### src/rtl/svm_pkg.sv
// Shared types and constants for the SVM decision-accumulation stage.
package svm_pkg;

  // Decision FSM state encoding.
  typedef enum logic [1:0] {
    IDLE  = 2'd0,
    ACCUM = 2'd1,
    BIAS  = 2'd2,
    DONE  = 2'd3
  } state_t;

  // Width of the accepted-result counter.
  localparam int SV_CNT_W = 7;

  // Smallest accumulator width that holds NUM_OF_SV kernel results plus the
  // bias without overflow: result width, growth for the sum, one bit for bias.
  function automatic int acc_w_min(input int xlen_pixel, input int num_of_sv);
    return 2 * xlen_pixel + $clog2(num_of_sv) + 1;
  endfunction

  localparam int XLEN_PIXEL_DEF = 8;
  localparam int NUM_OF_SV_DEF  = 87;
  localparam int ACC_W_DEF      = acc_w_min(XLEN_PIXEL_DEF, NUM_OF_SV_DEF);

endpackage

### src/rtl/svm_decision_accum_if.sv
// Handshake and data bundle between the kernel/controller side and the
// decision accumulator.
interface svm_decision_accum_if #(
  parameter int XLEN_PIXEL = svm_pkg::XLEN_PIXEL_DEF,
  parameter int ACC_W      = svm_pkg::ACC_W_DEF
) ();
  import svm_pkg::*;

  logic                           stall_MEM;
  logic                           start;
  logic                           hwf_valid;
  logic signed [2*XLEN_PIXEL-1:0] hwf_out;
  logic signed [2*XLEN_PIXEL-1:0] bias;
  logic                           result_ready;
  logic                           busy;
  logic                           result_valid;
  logic signed [ACC_W-1:0]        score;
  logic                           decision;
  logic [SV_CNT_W-1:0]            sv_cnt;

  // Controller / kernel side.
  modport master (
    output stall_MEM, start, hwf_valid, hwf_out, bias, result_ready,
    input  busy, result_valid, score, decision, sv_cnt
  );

  // Accumulator side.
  modport slave (
    input  stall_MEM, start, hwf_valid, hwf_out, bias, result_ready,
    output busy, result_valid, score, decision, sv_cnt
  );

endinterface

### src/rtl/svm_acc_reg.sv
// Sign-extending, clearable, enable-gated signed accumulator. The running sum
// (acc + extended operand) is also exported so the caller can capture the
// final value on the same edge it is written back.
module svm_acc_reg #(
  parameter int IN_W  = 16,
  parameter int ACC_W = 24
) (
  input  logic                    clk,
  input  logic                    rst,
  input  logic                    clr,
  input  logic                    en,
  input  logic signed [IN_W-1:0]  operand,
  output logic signed [ACC_W-1:0] acc,
  output logic signed [ACC_W-1:0] sum
);

  logic signed [ACC_W-1:0] acc_reg;
  logic signed [ACC_W-1:0] operand_ext;

  // Sign-extend the operand and form the full-width sum.
  always_comb begin
    operand_ext = {{(ACC_W-IN_W){operand[IN_W-1]}}, operand};
    sum         = acc_reg + operand_ext;
  end

  // Accumulator register: clear has priority over accumulate.
  always_ff @(posedge clk or posedge rst) begin
    if (rst) begin
      acc_reg <= '0;
    end else if (clr) begin
      acc_reg <= '0;
    end else if (en) begin
      acc_reg <= sum;
    end
  end

  assign acc = acc_reg;

endmodule

### src/rtl/svm_decision_accum.sv
// Accumulates NUM_OF_SV weighted kernel results, adds the stage bias and
// hands the signed score plus class decision to the cascade controller.
module svm_decision_accum
  import svm_pkg::*;
#(
  parameter int XLEN_PIXEL = XLEN_PIXEL_DEF,
  parameter int NUM_OF_SV  = NUM_OF_SV_DEF,
  parameter int ACC_W      = ACC_W_DEF
) (
  input logic                 clk,
  input logic                 rst,
  svm_decision_accum_if.slave bus
);

  localparam int IN_W = 2 * XLEN_PIXEL;
  localparam logic [SV_CNT_W-1:0] LAST_SV = SV_CNT_W'(NUM_OF_SV - 1);

  state_t                  state_reg, state_next;
  logic [SV_CNT_W-1:0]     sv_cnt_reg;
  logic signed [ACC_W-1:0] score_reg;
  logic                    decision_reg;

  logic                    acc_clr, acc_en, sel_bias;
  logic                    cnt_clr, cnt_inc, load_result;
  logic signed [IN_W-1:0]  acc_operand;
  logic signed [ACC_W-1:0] acc_value;
  logic signed [ACC_W-1:0] acc_sum;

  // One adder serves both phases: kernel results in ACCUM, bias in BIAS.
  assign acc_operand = sel_bias ? bus.bias : bus.hwf_out;

  svm_acc_reg #(
    .IN_W  (IN_W),
    .ACC_W (ACC_W)
  ) u_acc (
    .clk     (clk),
    .rst     (rst),
    .clr     (acc_clr),
    .en      (acc_en),
    .operand (acc_operand),
    .acc     (acc_value),
    .sum     (acc_sum)
  );

  // State register.
  always_ff @(posedge clk or posedge rst) begin
    if (rst) begin
      state_reg <= IDLE;
    end else begin
      state_reg <= state_next;
    end
  end

  // Next-state and datapath controls; a stall freezes everything.
  always_comb begin
    state_next  = state_reg;
    acc_clr     = 1'b0;
    acc_en      = 1'b0;
    sel_bias    = 1'b0;
    cnt_clr     = 1'b0;
    cnt_inc     = 1'b0;
    load_result = 1'b0;
    if (!bus.stall_MEM) begin
      case (state_reg)
        IDLE: begin
          if (bus.start) begin
            state_next = ACCUM;
            acc_clr    = 1'b1;
            cnt_clr    = 1'b1;
          end
        end
        ACCUM: begin
          if (bus.hwf_valid) begin
            acc_en  = 1'b1;
            cnt_inc = 1'b1;
            if (sv_cnt_reg == LAST_SV) begin
              state_next = BIAS;
            end
          end
        end
        BIAS: begin
          acc_en      = 1'b1;
          sel_bias    = 1'b1;
          load_result = 1'b1;
          state_next  = DONE;
        end
        DONE: begin
          if (bus.result_ready) begin
            state_next = IDLE;
          end
        end
        default: state_next = IDLE;
      endcase
    end
  end

  // Accepted-result counter.
  always_ff @(posedge clk or posedge rst) begin
    if (rst) begin
      sv_cnt_reg <= '0;
    end else if (cnt_clr) begin
      sv_cnt_reg <= '0;
    end else if (cnt_inc) begin
      sv_cnt_reg <= sv_cnt_reg + 1'b1;
    end
  end

  // Capture score and decision from the bias addition.
  always_ff @(posedge clk or posedge rst) begin
    if (rst) begin
      score_reg    <= '0;
      decision_reg <= 1'b0;
    end else if (load_result) begin
      score_reg    <= acc_sum;
      decision_reg <= ~acc_sum[ACC_W-1];
    end
  end

  assign bus.busy         = (state_reg == ACCUM) || (state_reg == BIAS);
  assign bus.result_valid = (state_reg == DONE);
  assign bus.score        = score_reg;
  assign bus.decision     = decision_reg;
  assign bus.sv_cnt       = sv_cnt_reg;

endmodule

### src/flat_wrapper.sv
// flat-port wrapper written by rule: the top's interface ports become plain ports
module svm_decision_accum_flat import svm_pkg::*;
#(
  parameter int XLEN_PIXEL = XLEN_PIXEL_DEF,
  parameter int NUM_OF_SV  = NUM_OF_SV_DEF,
  parameter int ACC_W      = ACC_W_DEF
)
  (clk, rst, bus_stall_MEM, bus_start, bus_hwf_valid, bus_hwf_out, bus_bias, bus_result_ready, bus_busy, bus_result_valid, bus_score, bus_decision, bus_sv_cnt);
  svm_decision_accum_if #(.XLEN_PIXEL(XLEN_PIXEL), .ACC_W(ACC_W)) bus_i ();
  input logic clk;
  input logic rst;
  input wire logic [$bits(bus_i.stall_MEM)-1:0] bus_stall_MEM;
  input wire logic [$bits(bus_i.start)-1:0] bus_start;
  input wire logic [$bits(bus_i.hwf_valid)-1:0] bus_hwf_valid;
  input wire logic [$bits(bus_i.hwf_out)-1:0] bus_hwf_out;
  input wire logic [$bits(bus_i.bias)-1:0] bus_bias;
  input wire logic [$bits(bus_i.result_ready)-1:0] bus_result_ready;
  output wire logic [$bits(bus_i.busy)-1:0] bus_busy;
  output wire logic [$bits(bus_i.result_valid)-1:0] bus_result_valid;
  output wire logic [$bits(bus_i.score)-1:0] bus_score;
  output wire logic [$bits(bus_i.decision)-1:0] bus_decision;
  output wire logic [$bits(bus_i.sv_cnt)-1:0] bus_sv_cnt;
  assign bus_i.stall_MEM = bus_stall_MEM;
  assign bus_i.start = bus_start;
  assign bus_i.hwf_valid = bus_hwf_valid;
  assign bus_i.hwf_out = bus_hwf_out;
  assign bus_i.bias = bus_bias;
  assign bus_i.result_ready = bus_result_ready;
  assign bus_busy = bus_i.busy;
  assign bus_result_valid = bus_i.result_valid;
  assign bus_score = bus_i.score;
  assign bus_decision = bus_i.decision;
  assign bus_sv_cnt = bus_i.sv_cnt;
  svm_decision_accum #(.XLEN_PIXEL(XLEN_PIXEL), .NUM_OF_SV(NUM_OF_SV), .ACC_W(ACC_W)) u_core (.clk(clk), .rst(rst), .bus(bus_i));
endmodule
### config.mk
export PLATFORM = sky130hd
export DESIGN_NAME = svm_decision_accum_flat
export DESIGN_NICKNAME = d
export VERILOG_FILES = /design/src/rtl/svm_pkg.sv /design/src/rtl/svm_decision_accum_if.sv /design/src/rtl/svm_acc_reg.sv /design/src/rtl/svm_decision_accum.sv /design/src/flat_wrapper.sv
export SDC_FILE = /design/constraint.sdc
export NUM_CORES = 1
export LEC_CHECK = 0
export CORE_ASPECT_RATIO = 2
export CORE_MARGIN = 1
export CORE_UTILIZATION = 35
export DETAILED_ROUTE_END_ITERATION = 10
export SLEW_MARGIN = 20
export SYNTH_ARGS = -nofsm -noshare
export SYNTH_HDL_FRONTEND = slang
export SYNTH_SLANG_ARGS = --single-unit
### constraint.sdc
create_clock -name clk -period 3.6 [get_ports clk]
set_input_delay 1.08 -clock clk [delete_from_list [all_inputs] [get_ports clk]]
set_output_delay 1.08 -clock clk [all_outputs]
set_load 0.01 [all_outputs]
Word-level counts from Yosys, hierarchy flattened
Index checks and enable logic that the tools add are counted.
{ "word_totals": {"register_bits": 58, "wordCells": 42, "in_bits": 38} }
{ "classes": {"n_eq_ne": 8, "n_addsub": 2, "reduce_logical": 5, "muxes": 20, "bitwise_logic": 2} }
{ "ops": {"columns": ["op", "n"], "rows": [
  ["two-way mux 24 bit", 2],
  ["adder 24 x 16 -> 24 bit", 1],
  ["two-way mux 16 bit", 1],
  ["two-way mux 7 bit", 2],
  ["two-way mux 1 bit", 9],
  ["two-way mux 2 bit", 4],
  ["one-hot mux 2 bit (4 select lines)", 1],
  ["adder 7 x 1 -> 7 bit, second input constant", 1],
  ["equality test 7 bit, second input constant", 1],
  ["!= test 2 bit, second input constant", 3],
  ["AND reduction 5 bit", 1],
  ["equality test 2 bit, second input constant", 2],
  ["nonzero test 2 bit", 2],
  ["equality test 2 x 1 -> 1 bit, second input constant", 1],
  ["zero test 2 bit", 1],
  ["!= test 2 x 1 -> 1 bit, second input constant", 1],
  ["inverter 1 bit", 2],
  ["one-hot mux 1 bit (2 select lines)", 1],
  ["logical OR 1 bit", 1]
]} }

Logic depth before layout (Yosys ltp)
{ "depth": {"depth_word": 7, "ltp_mapped": 18, "depth_no_buf": 15} }

Modules after synthesis
From an unflattened synthesis, not the netlist that was laid out.
{ "hier_totals": {"cells_unflattened": 413, "hier_area_um2": 4282.9} }
{ "by_module_without_submodules": {"columns": ["mod", "area_each_um2", "instances", "seq_area_each_um2", "cells_per_inst"], "rows": [
  ["svm_acc_reg", 2427.3, 1, 600.6, 282],
  ["svm_decision_accum", 1855.5, 1, 850.8, 131]
]} }

Worst setup path before layout
No wires, ideal clock.
{ "synth_path": {"kind": "input to register", "from": "in bus_stall_MEM", "to": "reg u_core.score_reg[22] (netlist: u_core.bus.score[22])", "path_slack_ps": -421, "path_buffers": 3, "cell_stages": 16, "arrival_ps": 3886, "path_cell_list": "nor2b_1 -> buf_2 -> clkbuf_1 -> buf_1 -> nand2_1 -> nand2_1 -> ha_1 -> inv_1 -> fa_1 -> nor2b_1 -> o31ai_1 -> a21oi_1 -> a211oi_2 -> o311ai_1 -> xnor2_1 -> o21ai_0"} }
{ "synth_between": {"elab_chain_len": 3} }
{ "synth_lines": {"columns": ["element", "line_no", "text"], "rows": [
  ["from (decl)", "flat_wrapper.sv:12", "input wire logic [$bits(bus_i.stall_MEM)-1:0] bus_stall_MEM;"],
  ["two-way mux 1 bit *", "svm_decision_accum.sv:63", "if (!bus.stall_MEM) begin"],
  ["two-way mux 16 bit", "svm_decision_accum.sv:30", "assign acc_operand = sel_bias ? bus.bias : bus.hwf_out;"],
  ["adder 24 x 16 -> 24 bit", "svm_acc_reg.sv:23", "sum = acc_reg + operand_ext;"],
  ["to (signal assigned)", "svm_decision_accum.sv:114", "score_reg <= acc_sum;"],
  ["to (decl)", "svm_decision_accum.sv:20", "logic signed [ACC_W-1:0] score_reg;"]
]} }
Mark *: on every way between the ends. The rest lies on a longest branch, timed or not.
A chain may end at the register's enable or synchronous reset.

Worst setup path after layout
{ "layout_path": {"from": "in bus_stall_MEM", "to": "reg u_core.u_acc.acc_reg[23] (netlist: u_core.u_acc.acc[23])"} }
{ "layout_between": {"elab_chain_len": 5} }
{ "layout_lines": {"columns": ["element", "line_no", "text"], "rows": [
  ["two-way mux 1 bit", "svm_decision_accum.sv:63", null],
  ["two-way mux 16 bit", "svm_decision_accum.sv:30", null],
  ["adder 24 x 16 -> 24 bit", "svm_acc_reg.sv:23", null],
  ["two-way mux 24 bit", "svm_acc_reg.sv:32", "end else if (en) begin"],
  ["two-way mux 24 bit", "svm_acc_reg.sv:30", "end else if (clr) begin"],
  ["to (signal assigned)", "svm_acc_reg.sv:33", "acc_reg <= sum;"],
  ["to (decl)", "svm_acc_reg.sv:17", "logic signed [ACC_W-1:0] acc_reg;"]
]} }
Several ways; a longest one is shown, not always the timed one. The select of a mux whose other input is x is not followed.

==> impl_metrics.py <==
metrics = {
    "worst_setup_path": {
        "cp.required_ns": 3.85,
        "r2r_slack_ns": 0.23,
        "worst-r2r-cell-count": 14,
        "arrival_ns": 3.77,
        "worstPathCellList": "buf_6 -> buf_6 -> nor2b_4 -> buf_6 -> mux2i_4 -> clkinv_4 -> ha_4 -> a211oi_4 -> o21bai_2 -> nor2_2 -> nor4b_4 -> nor3_2 -> or4b_1 -> o211ai_1",
        "cpPeakStageDelay_ns": 0.52,
        "start_kind": "input pin",
        "regToRegEndpoint": "u_core.u_acc.acc[23]$_DFFE_PP0P_",
        "slowest_stage": "or4b_1",
        "cpMostUsedCell": "buf_6",
        "crit_type": "input pin to flip-flop",
        "r2r-start": "u_core.state_reg[0]$_DFFE_PP0P_",
        "critical-path-top-delay-family": "simple AND/OR/NAND/NOR gates",
        "cp_num_buf_inv": 4,
        "worstPathMaxFanout": 8,
        "crit_path_end_kind": "flip-flop",
    },
    "die": {
        "ios": 72,
        "fp.dieH_um": 149,
        "coreArea_sq_um": 10500,
        "die_w_um": 75.5,
        "core.rowCount": 53,
        "die_area_sq_um": 11300,
        "start_util": 0.359,
    },
    "global_routing": {
        "grt_pass1_vias": 3935,
        "grt_overflow": 0,
        "grt_pass1_wl_mm": 18.7,
        "antenna_found_initial": 0,
        "grt_usage": 0.225,
        "grt_max_degree": 25,
    },
    "place": {
        "dp.final_hpwl_mm": 8.90,
        "dp.cells": 691,
        "place_congestion": 0.895,
        "port-buffer-count": 71,
    },
    "yosys": {
        "ys_seq_area_frac": 0.383,
        "synth.distinct_cells": 56,
        "yosysTopAreaCell": "dfrtp_1",
        "synth_ff_type": "dfrtp_1",
        "synth-edff-count": 0,
        "synthCells": 429,
        "syn_area_sq_um": 3790,
        "syn_area_per_cell_sq_um": 8.83,
        "synth_top_area_share": 0.383,
        "synth.yosys.warnings": 0,
        "synth_seq_cells": 58,
        "ys_top_cells_by_area": "dfrtp_1 (38%), nand2_1 (11%), ha_1 (9.9%), a22o_1 (3.7%), o21ai_0 (3.6%)",
        "async_flop_share": 1.00,
        "syn-num-nets": 498,
    },
    "detailed_routing": {
        "drc": 0,
        "drt_pass1_iterations": 4,
        "drt_iter0_drc": 156,
        "drt-vias-per-instance": 5.15,
        "finalWirelength_mm": 11.8,
        "antenna_left": 0,
        "via_count": 3707,
        "avgRoutedWirePerCell_um": 16.4,
    },
    "hold_path": {
        "min_path_type": "flip-flop to flip-flop",
        "holdPathStages": 2,
        "worstHoldEndpoint": "u_core.bus.score[8]$_DFFE_PP0N_",
        "min-delay-start": "u_core.bus.score[8]$_DFFE_PP0N_",
    },
    "timing": {
        "period_share": 0.977,
        "hold_viol_final": 0,
        "slew_headroom": 0.718,
        "tns_ns": 0,
        "setup_viol": 0,
        "holdWs_ns": 0.469,
        "skew_ns": 0.00584,
        "min_period_ns": 3.52,
        "tightest_slew_ns": 0.422,
        "grt_setup_unrepaired": "yes",
        "finalMaxSlewViolations": 0,
        "timing.fmax_mhz": 284,
    },
    "clock_network": {
        "tritoncts": "yes",
        "clock_latency_ns": 0.33,
        "htree_levels": 3,
        "path_clk_slew_ns": 0.06,
        "clock-sinks": 58,
        "cts_hold_buf": 0,
        "root_buffer": "clkbuf_16",
        "clk_path_buf_depth": 2,
        "numCtsBuffers": 9,
    },
    "final_layout": {
        "area_delta_synth_final_pct": 54.0,
        "finalCoreUtilization": 0.553,
        "final_common_cell": "nand2_1",
        "most-common-layout-cells": "nand2_1 (110), buf_4 (81), clkdlybuf4s50_1 (70)",
        "drive_above_1_share": 0.269,
        "fin_nets": 647,
        "final_cells": 720,
        "diodes": 0,
    },
    "power_and_ir_drop": {
        "p_leak_nw": 2.71,
        "power_density_nw_per_um2": 868,
        "ir_drop_uv": 334,
    },
    "run_status": {
        "status": "completed",
    },
    "run": {
        "maxCapViolCount": 0,
    },
}
## stage by stage
stage / area, sq um / setup slack [ns] / power [mW]
after floorplan: 3840 / -0.00557 / 2.65
after detailed placement: 5190 / -0.691 / 3.86
after global placement: 5190 / -0.607 / 3.82
after global routing: 5830 / -0.0679 / 5.41
final: 5830 / 0.0830 / 5.06
after CTS: 5740 / 0.0363 / 5.02
## synthesized netlist by cell type, types with 2 or more instances
library cell	instances
a211o_1	2
a211oi_2	3
a21boi_0	3
a21o_1	5
a21oi_1	23
a22o_1	16
and2_1	3
buf_1	3
buf_2	2
buf_4	2
clkbuf_1	12
dfrtp_1	58
ha_1	30
inv_1	13
mux2_2	8
nand2_1	110
nand2b_1	2
nand3_1	7
nand4_1	5
nor2_1	21
nor2b_1	4
nor3_1	2
o211ai_1	5
o21a_1	4
o21ai_0	27
o21bai_1	2
o311ai_1	2
o31ai_1	3
or3_1	2
xnor2_1	12
xor2_1	13
## power by group
part           total (mW)  switching (mW)  internal (mW)  leakage [nW]
logic                3.00            1.46           1.55          1.81
registers            1.10           0.187          0.915         0.739
clock network       0.958           0.314          0.644         0.163
total                5.06            1.96           3.10          2.71
## worst reg2reg max path, delay by kind of cell, from the launching register on
family	cells	cell delay [ns]
DFF	1	0.40
buffers and inverters	3	0.41
and+or+nand+nor	5	1.25
muxes	1	0.26
AOI/OAI and AO/OA	3	0.46
adders and majority gates	2	0.52
## cell families (layout without fill, tap and decap cells)
| logic type | count (synthesis) | after routing | synth area share |
|---|---|---|---|
| multiplexers | 9 | 9 | 0.0264 |
| buffers and inverters | 33 | 187 | 0.0373 |
| AND/OR/NAND/NOR | 165 | 165 | 0.191 |
| AO/OA/AOI/OAI | 108 | 108 | 0.200 |
| XOR/XNOR | 25 | 25 | 0.0578 |
| flip-flops | 58 | 58 | 0.383 |
| adder cells (fa/ha/maj) | 31 | 31 | 0.104 |
## timing repair
item / 4_1_cts / 5_1_grt
setup buffers: 4 / 8
pin swaps: 15 / 7
cloned: 1 / 0
resized for setup: 37 / 10
endpoints found under the setup margin: 30 / 20
## final cells by class
cell class	count	area [sq um]
clock buffers	12	256
inverters	13	53.8
well taps	137	171
clock inverters	4	73.8
multi-input cells	338	2420
repair buffers	158	1400
flip-flops and latches	58	1450
fillers	967	4710
## metal layers
metal  track usage  wire length [um]
met1         0.225              4210
met5             0                 0
met2         0.430              6940
met3        0.0284               298
met4         0.114               386
## worst max-delay path by stage
| stage | start | end | slack, ns | cells after the start |
|---|---|---|---|---|
| final | bus_stall_MEM | u_core.u_acc.acc[23]$_DFFE_PP0P_ | 0.08 | 14 |
| after CTS | bus_stall_MEM | u_core.u_acc.acc[23]$_DFFE_PP0P_ | 0.04 | 14 |
| after global routing | bus_stall_MEM | u_core.u_acc.acc[23]$_DFFE_PP0P_ | -0.07 | 14 |
| after detailed placement | bus_stall_MEM | u_core.u_acc.acc[23]$_DFFE_PP0P_ | -0.69 | 14 |
| after floorplan | bus_stall_MEM | u_core.bus.score[20]$_DFFE_PP0N_ | -0.006 | 16 |
| after global placement | bus_stall_MEM | u_core.u_acc.acc[23]$_DFFE_PP0P_ | -0.61 | 14 |
Note: power is estimated with default switching activity, not from simulation.
